### src/rtl/control_sequencer.sv
// control_sequencer: multi-cycle instruction control FSM. Walks fetch, decode,
// per-class operand/memory/stack sequences and interrupt entry, and emits one
// datapath transfer command plus side strobes per cycle. Memory states stall
// until the memory reports ready.
module control_sequencer #(
    parameter  int STACK_DEPTH = 16,
    parameter  int IRQ_EN      = 1,
    localparam int LVL_W       = $clog2(STACK_DEPTH) + 1
) (
    input  logic             i_clk,
    input  logic             i_rst,
    input  logic [2:0]       i_op_class,
    input  logic             i_mem_ready,
    input  logic             i_irq,
    output logic [3:0]       o_transfer_cmd,
    output logic             o_mem_req,
    output logic             o_inc_pc,
    output logic             o_alu_calculate,
    output logic [1:0]       o_inc_dec_sp,
    output logic [LVL_W-1:0] o_stack_level,
    output logic             o_load_vector,
    output logic             o_irq_ack,
    output logic             o_stack_fault,
    output logic             o_halted
);

    // Datapath transfer commands
    localparam logic [3:0] CMD_NONE   = 4'h0;
    localparam logic [3:0] CMD_MA_PC  = 4'h1;
    localparam logic [3:0] CMD_MD_MEM = 4'h2;
    localparam logic [3:0] CMD_IR_MD  = 4'h3;
    localparam logic [3:0] CMD_MA_MD  = 4'h4;
    localparam logic [3:0] CMD_A_MD   = 4'h5;
    localparam logic [3:0] CMD_MA_SP  = 4'h7;
    localparam logic [3:0] CMD_MD_A   = 4'h8;
    localparam logic [3:0] CMD_MEM_MD = 4'h9;
    localparam logic [3:0] CMD_A_R    = 4'hA;
    localparam logic [3:0] CMD_PC_MD  = 4'hB;
    localparam logic [3:0] CMD_MD_PC  = 4'hF;

    // Stack pointer strobes: up = SP increment (pop), down = SP decrement (push)
    localparam logic [1:0] SP_HOLD = 2'b00;
    localparam logic [1:0] SP_UP   = 2'b01;
    localparam logic [1:0] SP_DOWN = 2'b10;

    // Decoded instruction classes
    localparam logic [2:0] CLS_NOP   = 3'd0;
    localparam logic [2:0] CLS_ALU   = 3'd1;
    localparam logic [2:0] CLS_LOAD  = 3'd2;
    localparam logic [2:0] CLS_STORE = 3'd3;
    localparam logic [2:0] CLS_PUSH  = 3'd4;
    localparam logic [2:0] CLS_POP   = 3'd5;
    localparam logic [2:0] CLS_JMP   = 3'd6;
    localparam logic [2:0] CLS_HALT  = 3'd7;

    localparam logic [LVL_W-1:0] LVL_FULL = LVL_W'(STACK_DEPTH);

    typedef enum logic [4:0] {
        ST_RESET, ST_FETCH_MA, ST_FETCH_RD, ST_DECODE, ST_DISPATCH,
        ST_OP_MA, ST_OP_RD, ST_ALU, ST_WB_R, ST_ADDR, ST_MEM_RD, ST_WB_MD,
        ST_MD_A, ST_MEM_WR, ST_JMP, ST_SP_DEC, ST_SP_MA,
        ST_IRQ_DEC, ST_IRQ_MA, ST_IRQ_MD, ST_IRQ_WR, ST_IRQ_VEC, ST_HALT
    } state_t;

    state_t           state;
    state_t           state_next;
    state_t           end_next;
    logic [2:0]       op_cls;
    logic [LVL_W-1:0] level;
    logic             fault;
    logic             set_fault;
    logic             irq_prev;
    logic             irq_pending;
    logic             irq_edge;
    logic             stack_full;
    logic             stack_empty;

    assign irq_edge    = (IRQ_EN != 0) && i_irq && !irq_prev;
    assign stack_full  = (level == LVL_FULL);
    assign stack_empty = (level == '0);

    // Instruction end: take a pending interrupt only when the stack has room,
    // otherwise leave it pending and fetch the next instruction.
    assign end_next = ((IRQ_EN != 0) && irq_pending && !stack_full) ? ST_IRQ_DEC
                                                                    : ST_FETCH_MA;

    // State register, latched instruction class and sticky fault
    // NOTE: sequential state uses non-blocking (<=) so every register samples
    // the pre-edge values of its sources, independent of block ordering.
    always_ff @(posedge i_clk) begin
        if (i_rst) begin
            state  <= ST_RESET;
            op_cls <= CLS_NOP;
            fault  <= 1'b0;
        end else begin
            state <= state_next;
            if (state == ST_DISPATCH) op_cls <= i_op_class;
            if (set_fault)            fault  <= 1'b1;
        end
    end

    // Stack occupancy follows the SP strobe issued this cycle
    always_ff @(posedge i_clk) begin
        if (i_rst) begin
            level <= '0;
        end else begin
            case (o_inc_dec_sp)
                SP_DOWN: level <= level + LVL_W'(1);
                SP_UP:   level <= level - LVL_W'(1);
                default: level <= level;
            endcase
        end
    end

    // Interrupt edge capture; an edge arriving in IRQ_VEC re-arms the request
    always_ff @(posedge i_clk) begin
        if (i_rst) begin
            irq_prev    <= 1'b0;
            irq_pending <= 1'b0;
        end else begin
            irq_prev    <= i_irq;
            irq_pending <= irq_edge || (irq_pending && (state != ST_IRQ_VEC));
        end
    end

    // Next-state and per-state outputs
    // NOTE: every output and next-state gets a default first so no path through
    // the case statement leaves a variable unassigned (which would infer a latch).
    always_comb begin
        state_next      = state;
        o_transfer_cmd  = CMD_NONE;
        o_mem_req       = 1'b0;
        o_inc_pc        = 1'b0;
        o_alu_calculate = 1'b0;
        o_inc_dec_sp    = SP_HOLD;
        o_load_vector   = 1'b0;
        o_irq_ack       = 1'b0;
        o_halted        = 1'b0;
        set_fault       = 1'b0;

        case (state)
            ST_RESET:    state_next = ST_FETCH_MA;
            ST_FETCH_MA: begin
                o_transfer_cmd = CMD_MA_PC;
                state_next     = ST_FETCH_RD;
            end
            ST_FETCH_RD: begin
                o_transfer_cmd = CMD_MD_MEM;
                o_mem_req      = 1'b1;
                if (i_mem_ready) begin
                    o_inc_pc   = 1'b1;
                    state_next = ST_DECODE;
                end
            end
            ST_DECODE: begin
                o_transfer_cmd = CMD_IR_MD;
                state_next     = ST_DISPATCH;
            end
            ST_DISPATCH: begin
                case (i_op_class)
                    CLS_NOP:   state_next = end_next;
                    CLS_ALU, CLS_LOAD, CLS_STORE, CLS_JMP:
                               state_next = ST_OP_MA;
                    CLS_PUSH: begin
                        if (stack_full) begin
                            set_fault  = 1'b1;
                            state_next = ST_HALT;
                        end else begin
                            state_next = ST_SP_DEC;
                        end
                    end
                    CLS_POP: begin
                        if (stack_empty) begin
                            set_fault  = 1'b1;
                            state_next = ST_HALT;
                        end else begin
                            state_next = ST_SP_MA;
                        end
                    end
                    CLS_HALT:  state_next = ST_HALT;
                    default:   state_next = ST_HALT;
                endcase
            end
            ST_OP_MA: begin
                o_transfer_cmd = CMD_MA_PC;
                state_next     = ST_OP_RD;
            end
            ST_OP_RD: begin
                o_transfer_cmd = CMD_MD_MEM;
                o_mem_req      = 1'b1;
                if (i_mem_ready) begin
                    o_inc_pc = 1'b1;
                    case (op_cls)
                        CLS_ALU:             state_next = ST_ALU;
                        CLS_LOAD, CLS_STORE: state_next = ST_ADDR;
                        default:             state_next = ST_JMP;
                    endcase
                end
            end
            ST_ALU: begin
                o_alu_calculate = 1'b1;
                state_next      = ST_WB_R;
            end
            ST_WB_R: begin
                o_transfer_cmd = CMD_A_R;
                state_next     = end_next;
            end
            ST_ADDR: begin
                o_transfer_cmd = CMD_MA_MD;
                state_next     = (op_cls == CLS_STORE) ? ST_MD_A : ST_MEM_RD;
            end
            ST_MEM_RD: begin
                o_transfer_cmd = CMD_MD_MEM;
                o_mem_req      = 1'b1;
                if (i_mem_ready) begin
                    // Popping: release the stack slot in the cycle the read lands
                    if (op_cls == CLS_POP) o_inc_dec_sp = SP_UP;
                    state_next = ST_WB_MD;
                end
            end
            ST_WB_MD: begin
                o_transfer_cmd = CMD_A_MD;
                state_next     = end_next;
            end
            ST_MD_A: begin
                o_transfer_cmd = CMD_MD_A;
                state_next     = ST_MEM_WR;
            end
            ST_MEM_WR: begin
                o_transfer_cmd = CMD_MEM_MD;
                o_mem_req      = 1'b1;
                if (i_mem_ready) state_next = end_next;
            end
            ST_JMP: begin
                o_transfer_cmd = CMD_PC_MD;
                state_next     = end_next;
            end
            ST_SP_DEC: begin
                o_inc_dec_sp = SP_DOWN;
                state_next   = ST_SP_MA;
            end
            ST_SP_MA: begin
                o_transfer_cmd = CMD_MA_SP;
                state_next     = (op_cls == CLS_PUSH) ? ST_MD_A : ST_MEM_RD;
            end
            ST_IRQ_DEC: begin
                o_inc_dec_sp = SP_DOWN;
                state_next   = ST_IRQ_MA;
            end
            ST_IRQ_MA: begin
                o_transfer_cmd = CMD_MA_SP;
                state_next     = ST_IRQ_MD;
            end
            ST_IRQ_MD: begin
                o_transfer_cmd = CMD_MD_PC;
                state_next     = ST_IRQ_WR;
            end
            ST_IRQ_WR: begin
                o_transfer_cmd = CMD_MEM_MD;
                o_mem_req      = 1'b1;
                if (i_mem_ready) state_next = ST_IRQ_VEC;
            end
            ST_IRQ_VEC: begin
                o_load_vector = 1'b1;
                o_irq_ack     = 1'b1;
                state_next    = ST_FETCH_MA;
            end
            // Only reset leaves HALT
            ST_HALT:     o_halted = 1'b1;
            default:     state_next = ST_RESET;
        endcase
    end

    assign o_stack_level = level;
    assign o_stack_fault = fault;

endmodule

### config.mk
export PLATFORM = sky130hd
export DESIGN_NAME = control_sequencer
export DESIGN_NICKNAME = d
export VERILOG_FILES = /design/src/rtl/control_sequencer.sv
export SDC_FILE = /design/constraint.sdc
export NUM_CORES = 1
export LEC_CHECK = 0
export BUFFER_PORTS_ARGS = -buffer_cell sky130_fd_sc_hd__buf_4
export CAP_MARGIN = 20
export CORE_ASPECT_RATIO = 1.1
export CORE_MARGIN = 2
export CORE_UTILIZATION = 40
export CTS_CLUSTER_SIZE = 30
export DETAILED_ROUTE_END_ITERATION = 16
export PLACE_DENSITY = 0.64
export SLEW_MARGIN = 5
export SYNTH_ARGS = -nofsm -noshare
export SYNTH_HDL_FRONTEND = slang
export SYNTH_SLANG_ARGS = --single-unit
### constraint.sdc
create_clock -name i_clk -period 2.49 [get_ports i_clk]
set_input_delay 0.249 -clock i_clk [delete_from_list [all_inputs] [get_ports i_clk]]
set_output_delay 0.249 -clock i_clk [all_outputs]
set_load 0.005 [all_outputs]
# ---- After elaboration in Yosys (flattened, before gate mapping)
# Cells that the tools add are included.
dict set report word_totals {
  regBits 16
  output_inout_bits 18
}
dict set report op_classes {
  reduce_logical 22
  eq_ne 43
  n_addsub 2
  n_bitwise 1
  mux 28
}
# op count
set ops {}
lappend ops {{case mux 5 bit (20 select lines)} 1}
lappend ops {{case mux 4 bit (11 select lines)} 1}
lappend ops {{== test 5 x 4 -> 1 bit (second input constant)} 8}
lappend ops {{== test 5 bit (second input constant)} 8}
lappend ops {{2-to-1 mux 5 bit} 7}
lappend ops {{case mux 5 bit (5 select lines)} 1}
lappend ops {{== test 5 x 3 -> 1 bit (second input constant)} 4}
lappend ops {{== test 3 bit (second input constant)} 6}
lappend ops {{OR reduction 2 bit} 7}
lappend ops {{== test 3 x 2 -> 1 bit (second input constant)} 4}
lappend ops {{2-to-1 mux 1 bit} 11}
lappend ops {{== test 5 x 2 -> 1 bit (second input constant)} 2}
lappend ops {{logical NOT 5 bit} 2}
lappend ops {{inequality test 2 bit (second input constant)} 5}
lappend ops {{case mux 5 bit (2 select lines)} 1}
lappend ops {{2-to-1 mux 3 bit} 3}
lappend ops {{case mux 4 bit (2 select lines)} 1}
lappend ops {{== test 3 x 1 -> 1 bit (second input constant)} 2}
lappend ops {{AND reduction 6 bit} 1}
lappend ops {{OR reduction 3 bit} 2}
lappend ops {{adder 5 x 1 -> 5 bit (second input constant)} 1}
lappend ops {{== test 5 x 1 -> 1 bit (second input constant)} 1}
lappend ops {{inequality test 5 bit (second input constant)} 1}
lappend ops {{OR reduction 5 bit} 1}
lappend ops {{other kinds (12)} 15}

# ---- Longest topological paths before layout
# Gate-level depths: netlist of run 1.
dict set report logic_depth {
  word_depth 6
  mapped_depth 12
  ltp_nobuf 11
}

# ---- Least setup slack after synthesis of run 1
# Ideal clock, no wire load.
dict set report synth_path {
  path_kind {reg-to-reg}
  from {register state[1]}
  to {register level[4] (netlist: o_stack_level[4])}
  path_slack_ns -0.101
  stages_incl_launch_ff 13
  setup_ns 0.071
  n_path_buf 3
  required_time_ns 2.419
  synth_period_minus_slack_ns 2.591
  t_arrival_ns 2.520
  cell_sequence {dfxtp_1 > buf_4 > buf_2 > buf_2 > nor3_1 > o21ai_0 > ha_1 > fa_1 > a21o_1 > a21oi_1 > xor2_1 > or3_1 > a21oi_1}
}
dict set report synth_via {
  elab_chain_cells 5
  elab_cells_between_ends 9
}
# item line
set synth_rtl {}
lappend synth_rtl {{from (decl)} 65} ;# state_t state;
lappend synth_rtl {{from (signal assigned)} 96} ;# state <= state_next;
lappend synth_rtl {{== test 5 bit / == test 5 x 4 -> 1 bit (equally long branches)} 141} ;# case (state)
lappend synth_rtl {{OR reduction 2 bit (no line)} --}
lappend synth_rtl {{case mux 2 bit (2 select lines) (*)} 141}
lappend synth_rtl {{== test 2 x 1 -> 1 bit / == test 2 bit (equally long branches)} 107} ;# case (o_inc_dec_sp)
lappend synth_rtl {{case mux 5 bit (2 select lines) / nonzero test 2 bit (equally long branches)} --}
lappend synth_rtl {{to (signal assigned)} 108} ;# SP_DOWN: level <= level + LVL_W'(1);
lappend synth_rtl {{to (signal assigned)} 109} ;# SP_UP: level <= level - LVL_W'(1);
lappend synth_rtl {{to (signal assigned)} 110} ;# default: level <= level;
lappend synth_rtl {{to (decl)} 69} ;# logic [LVL_W-1:0] level;
# Mark *: on every way between the ends. The rest lies on a longest branch, timed or not.
# A chain may end at the register's enable or synchronous reset.

# ---- Final worst setup path of run 1
dict set report layout_path {
  from {register state[3]}
  to {register level[4] (netlist: o_stack_level[4])}
}
# Same word-level chain as after synthesis.

==> results of run 1 <==
==> registers in the layout (all words and copies together), names as in the netlist <==
name,flops
op_cls,3
o_stack_fault,1
o_stack_level,5
irq_prev,1
irq_pending,1
state,5
==> layout by cell type (no fill, tap or decap), drive strengths merged, types with 6 or more instances in the layout <==
cell    instances
o21ai          13
nand2b          9
nor2b           7
nand3           6
nor2           19
buf            45
nor3            7
dfxtp          16
nand2          13
a21oi          19
==> worst min-delay path by stage <==
stage	from	slack [ns]	cells past startpoint	to
after floorplan	i_irq	0.38	1	irq_prev
after global placement	o_stack_fault	0.46	2	o_stack_fault
after detailed placement	o_stack_fault	0.47	2	o_stack_fault
after CTS	i_irq	0.21	2	irq_prev
after global routing	i_irq	0.24	2	irq_prev
final	i_irq	0.22	2	irq_prev
==> power groups by stage <==
stage                     combinational, W  clock (W)  sequential [W]
after floorplan                   0.000459          0        0.000300
after global placement            0.000623          0        0.000306
after detailed placement          0.000620          0        0.000305
after CTS                         0.000622   0.000239        0.000300
after global routing              0.000749   0.000249        0.000310
final                             0.000675   0.000230        0.000306
==> routing by layer <==
layer / routed length (µm) / track usage, %
met2: 1908 / 28.77
met4: 182 / 12.08
met1: 1922 / 26.95
met3: 264 / 2.597
met5: 0 / 0
==> repair_timing <==
action / in CTS / in global routing
gates resized for setup: 0 / 8
buffers inserted: 0 / 5
setup endpoints to repair: 0 / 2
==> logic make-up (layout without fill, tap and decap cells) <==
kind of cell    after synthesis  after routing  share of synthesized area (%)
flops                        16             16                          20.66
xor+xnor                      6              6                          3.390
fa+ha+maj                     6              6                          5.166
simple gates                 86             86                          31.40
mux                           2              2                          1.291
buf+inv                      24             54                          9.443
compound gates               67             67                          28.65
==> layout make-up <==
type                            instances  share of cell area (%)
Timing Repair Buffer                   45                   17.60
Sequential cell                        16                   16.57
Clock buffer                            4                   2.837
Multi-Input combinational cell        167                   58.80
Tap cell                               50                   3.224
Inverter                                5                  0.9671
==> worst max-delay path: cells and delay by family, from the launching register on <==
kind	cells	cell delay, ns
and+or+nand+nor	4	1.06
DFF	1	0.32
AOI/OAI and AO/OA	3	0.44
xor gates and xnor gates	1	0.08
adders and majority gates	2	0.38
==> metrics by stage <==
stage	setup TNS (ns)	hold slack [ns]
2_1_floorplan	0	0.3772
3_3_place_gp	0	0.4650
3_5_place_dp	0	0.4664
4_1_cts	0	0.2147
5_1_grt	-0.004565	0.2388
6_report	0	0.2177
==> results.yml, run 1 <==
die:
  die-area_um2: 4390
  initial_core_util_pct: 42.09
  die_width_um: 63.36
  die_h_um: 69.30
  io-pin-count: 25
  coreArea_um2: 3684
  num_rows: 23
route:
  wl_mm: 4.278
  num_vias: 1635
  wl_per_cell_um: 14.91
  first_iter_violations: 128
  via_per_inst: 5.697
  drtPass1Iterations: 4
  detail-route-antenna-nets: 0
  drc_errors: 0
final_layout:
  fillers: 390
  area_growth_pct: 25.18
  num_antenna_cells: 0
  utilization_pct: 52.68
  multi_input_area_um2: 1141
  final_cell_area_um2: 1941
  seq_area_um2: 321.6
  layoutNonFillerInstCount: 287
  layout-drive-gt1-share_pct: 28.27
  nets: 250
yosys:
  synth_top_cells_by_area: "dfxtp_1, a21oi_1, nor2_1, nand2b_1, o21ai_0"
  yosys_most_used_dff: "dfxtp_1"
  synthesis.area_um2: 1550
  synth_warnings: 0
  yosysMostFrequentCell: "a21oi_1"
  yosysTopAreaCell: "dfxtp_1"
  ys_seq_area_share_pct: 20.66
  synth_top_area_share_pct: 20.66
  synth_nets: 219
  synthTopCellsByCount: "a21oi_1, nor2_1, dfxtp_1"
  async_flop_share_pct: 0
  synth-edff-count: 0
  synthDistinctLibCells: 58
  syn_avg_cell_area_um2: 7.489
  synthCells: 207
  synth_seq_cells: 16
power_and_ir_drop:
  internal_power_w: 0.0007282
  swShare_pct: 39.87
  power_density_nw_per_um2: 624.1
  p_switching_w: 0.0004829
  total_leakage_power_nw: 0.7971
  combPwrFrac_pct: 55.7
  vdd_drop_max_uv: 320.0
  power_w: 0.001211
  power_frac_clock_pct: 19.0
  seqPwrFrac_pct: 25.3
timing:
  timing.fmax_mhz: 425.0
  setup_viol: 0
  fin_skew_ns: 0.003398
  setup_ws_ns: 0.1370
  slew_headroom_pct: 59.87
  fin_crit_ns: 2.353
  worstMarginPinSlew_ns: 0.5968
  slew_viol_final: 0
  finalCritPeriodShare_pct: 94.50
  hold_violations: 0
worst_setup_path:
  rr_endpoint: "o_stack_level[4]"
  worstPathRequired_ns: 2.68
  path_common_cell: "ha_4"
  regToRegSetupSlack_ns: 0.14
  cp_slowest_cell: "dfxtp_2"
  r2r_cells: 10
  cp-startpoint: "state[3]"
  arrival_ns: 2.54
  r2r_start: "state[3]"
  start_kind: "register"
  cp-endpoint: "o_stack_level[4]"
  cpPeakStageDelay_ns: 0.32
  crit_type: "reg2reg"
  cp_max_fo: 4
  cp_cell_sequence: "or2b_4 -> nor4b_2 -> and3_4 -> ha_4 -> ha_4 -> a21o_1 -> a21oi_2 -> xor2_1 -> or3_1 -> a21oi_1"
  cp-end-kind: "register"
clock_tree:
  tritoncts: "yes"
  holdBufCountCts: 0
  clkLatencyLatePin_ns: 0.25
  cts_root_buf: "clkbuf_8"
  clkTransAtPathRegs_ns: 0.06
  cts.sinks: 16
  cts_buffer_depth: 2
  numCtsBuffers: 3
  htree_levels: 1
placement:
  portBuffers: 24
  place_area_um2: 1805
  dp_slack_ns: 0.03834
  routabilityCongestion: 0.8974
  place_inst: 278
  dp_hpwl_mm: 3.049
global_routing:
  track_usage_pct: 19.62
  grt-ovfl-total: 0
  antenna_found_initial: 0
  grt_pass1_vias: 1464
  grt_max_degree: 28
  grt_pass1_wl_mm: 7.031
min_path:
  hold_class: "in2reg"
outcome:
  status: "complete, no violations"
job:
  maxCapViolCount: 0
Note: power is estimated with default switching activity, not from simulation.
==> run 2, diff against run 1 <==
--- a/config.mk
+++ b/config.mk
@@ -7,12 +7,15 @@
 export LEC_CHECK = 0
 export BUFFER_PORTS_ARGS = -buffer_cell sky130_fd_sc_hd__buf_4
 export CAP_MARGIN = 20
+export CELL_PAD_IN_SITES_DETAIL_PLACEMENT = 1
+export CELL_PAD_IN_SITES_GLOBAL_PLACEMENT = 2
 export CORE_ASPECT_RATIO = 1.1
 export CORE_MARGIN = 2
-export CORE_UTILIZATION = 40
+export CORE_UTILIZATION = 29
 export CTS_CLUSTER_SIZE = 30
 export DETAILED_ROUTE_END_ITERATION = 16
-export PLACE_DENSITY = 0.64
+export GPL_TIMING_DRIVEN = 0
+export PLACE_DENSITY = 0.78
 export SLEW_MARGIN = 5
 export SYNTH_ARGS = -nofsm -noshare
 export SYNTH_HDL_FRONTEND = slang
==> results.yml, run 2 (synthesis results as in run 1) <==
timing:
  hold_violations: 0
  timing.fmax_mhz: 402.6
  slew_viol_final: 0
  worstMarginPinSlew_ns: 0.5553
  finalCritPeriodShare_pct: 99.74
  fin_skew_ns: 0.002348
  setup_viol: 0
  finalSetupTns_ns: 0
  slew_headroom_pct: 62.66
  fin_crit_ns: 2.484
  rsz0062_at_grt: "yes"
clock_tree:
  numCtsBuffers: 3
  htree_levels: 1
  cts_buffer_depth: 2
  holdBufCountCts: 0
  clkTransAtPathRegs_ns: 0.07
  clkLatencyLatePin_ns: 0.25
  tritoncts: "yes"
  cts.sinks: 16
  cts_root_buf: "clkbuf_8"
worst_setup_path:
  r2r_start: "state[3]"
  worstPathRequired_ns: 2.67
  cp_max_fo: 5
  cp-end-kind: "register"
  cp_cell_sequence: "or2b_4 -> nor4b_4 -> and3_4 -> ha_4 -> ha_4 -> a21o_1 -> a21oi_2 -> xor2_1 -> or3_1 -> a21oi_1"
  path_common_cell: "ha_4"
  arrival_ns: 2.66
  start_kind: "register"
  cp.buffers_inverters: 0
  critical-path-top-delay-family: "simple AND/OR/NAND/NOR gates"
  cpPeakStageDelay_ns: 0.38
  cp-startpoint: "state[3]"
  cp_slowest_cell: "dfxtp_4"
  crit_type: "reg2reg"
global_routing:
  antenna_found_initial: 0
  track_usage_pct: 18.51
  grt_pass1_wl_mm: 8.521
  grt-ovfl-total: 0
  grt_pass1_vias: 1644
  grt_max_degree: 20
outcome:
  status: "complete, no violations"
die:
  die_width_um: 73.71
  num_rows: 27
  io-pin-count: 25
  initial_core_util_pct: 30.59
  die_h_um: 80.68
  coreArea_um2: 5067
  die-area_um2: 5947
power_and_ir_drop:
  power_w: 0.001249
  seqPwrFrac_pct: 24.3
  combPwrFrac_pct: 57.2
  vdd_drop_max_uv: 210.8
  swShare_pct: 41.12
  power_density_nw_per_um2: 622.3
  p_switching_w: 0.0005135
  power_frac_clock_pct: 18.5
  total_leakage_power_nw: 0.7880
  internal_power_w: 0.0007354
final_layout:
  nets: 252
  fillers: 654
  layoutNonFillerInstCount: 297
  utilization_pct: 39.60
  area_growth_pct: 29.46
  layout-drive-gt1-share_pct: 28.45
  layout_common_cells: "buf_4, nor2_1, a21oi_1"
  layout_commonest_cell: "buf_4"
  num_antenna_cells: 0
min_path:
  hold_start: "i_irq"
  hold_class: "in2reg"
route:
  wl_per_cell_um: 17.27
  num_vias: 1631
  detail-route-antenna-nets: 0
  drtPass1Iterations: 4
  wl_mm: 5.129
  first_iter_violations: 66
  drc_errors: 0
  via_per_inst: 5.492
placement:
  portBuffers: 22
  place_inst: 287
  dp_hpwl_mm: 3.840
  routabilityCongestion: 0.8625
job:
  maxCapViolCount: 0
==> run 2: cell types whose count changed in the layout (fill, tap and decap cells not counted), moves of 2 or more <==
cell	delta
buf_4	-10
buf_6	+4
clkbuf_1	+4
clkbuf_4	+2
dfxtp_4	+2
==> run 2: final timing paths <==
| path | end | slack [ns] | cells past startpoint |
|---|---|---|---|
| setup reg to reg | o_stack_level[4] | 0.006 | 10 |
| hold reg to reg | o_stack_fault | 0.48 | 2 |
| hold / removal | irq_prev | 0.23 | 2 |
| setup / recovery | o_stack_level[4] | 0.006 | 10 |
==> run 2: worst register-to-register path: cells and delay by family (launching register included) <==
family          cells  cell delay, ns
flops               1            0.38
xor+xnor            1            0.08
simple gates        4            1.11
compound gates      3            0.45
fa+ha+maj           2            0.40
==> run 2: repair_timing <==
| action | in CTS | in global routing |
|---|---|---|
| resized for setup | 21 | 2 |
| setup endpoints to repair | 2 | 2 |
| pin swaps | 10 | 3 |
| buffers inserted | 8 | 0 |
==> run 2: stage by stage <==
stage | worst slack (ns) | hold slack [ns] | cell area (µm²)
after global placement | -0.3243 | 0.4652 | 1808
after detailed placement | -0.3065 | 0.4626 | 1808
after global routing | -0.1123 | 0.2370 | 2007
after CTS | 0.006209 | 0.2352 | 1996
after floorplan | 0.01945 | 0.3772 | 1570
final | 0.006437 | 0.2326 | 2007
==> run 2: area by class of cell <==
cell class / count / area [µm²] / share of cell area [%]
Sequential cell: 16 / 327.8 / 16.33
Clock buffer: 4 / 55.05 / 2.743
Tap cell: 58 / 72.57 / 3.616
Inverter: 5 / 18.77 / 0.9352
Multi-Input combinational cell: 167 / 1172 / 58.42
Timing Repair Buffer: 30 / 225.2 / 11.22
Buffer: 17 / 135.1 / 6.733
==> run 2: metal layers <==
metal	wire, µm	GRT usage (%)	up-vias
met5	0	0	-
met2	2489	31.61	29
met1	2408	23.91	769
li1	-	-	822
met3	106	1.380	11
met4	125	6.909	0
==> run 2: power by group through the flow <==
stage | logic (W) | clock network, W | registers (W)
final | 0.000714 | 0.000231 | 0.000304
after detailed placement | 0.000646 | 0 | 0.000306
after floorplan | 0.000459 | 0 | 0.000300
after global routing | 0.000784 | 0.000251 | 0.000306
after global placement | 0.000650 | 0 | 0.000305
after CTS | 0.000709 | 0.000241 | 0.000304
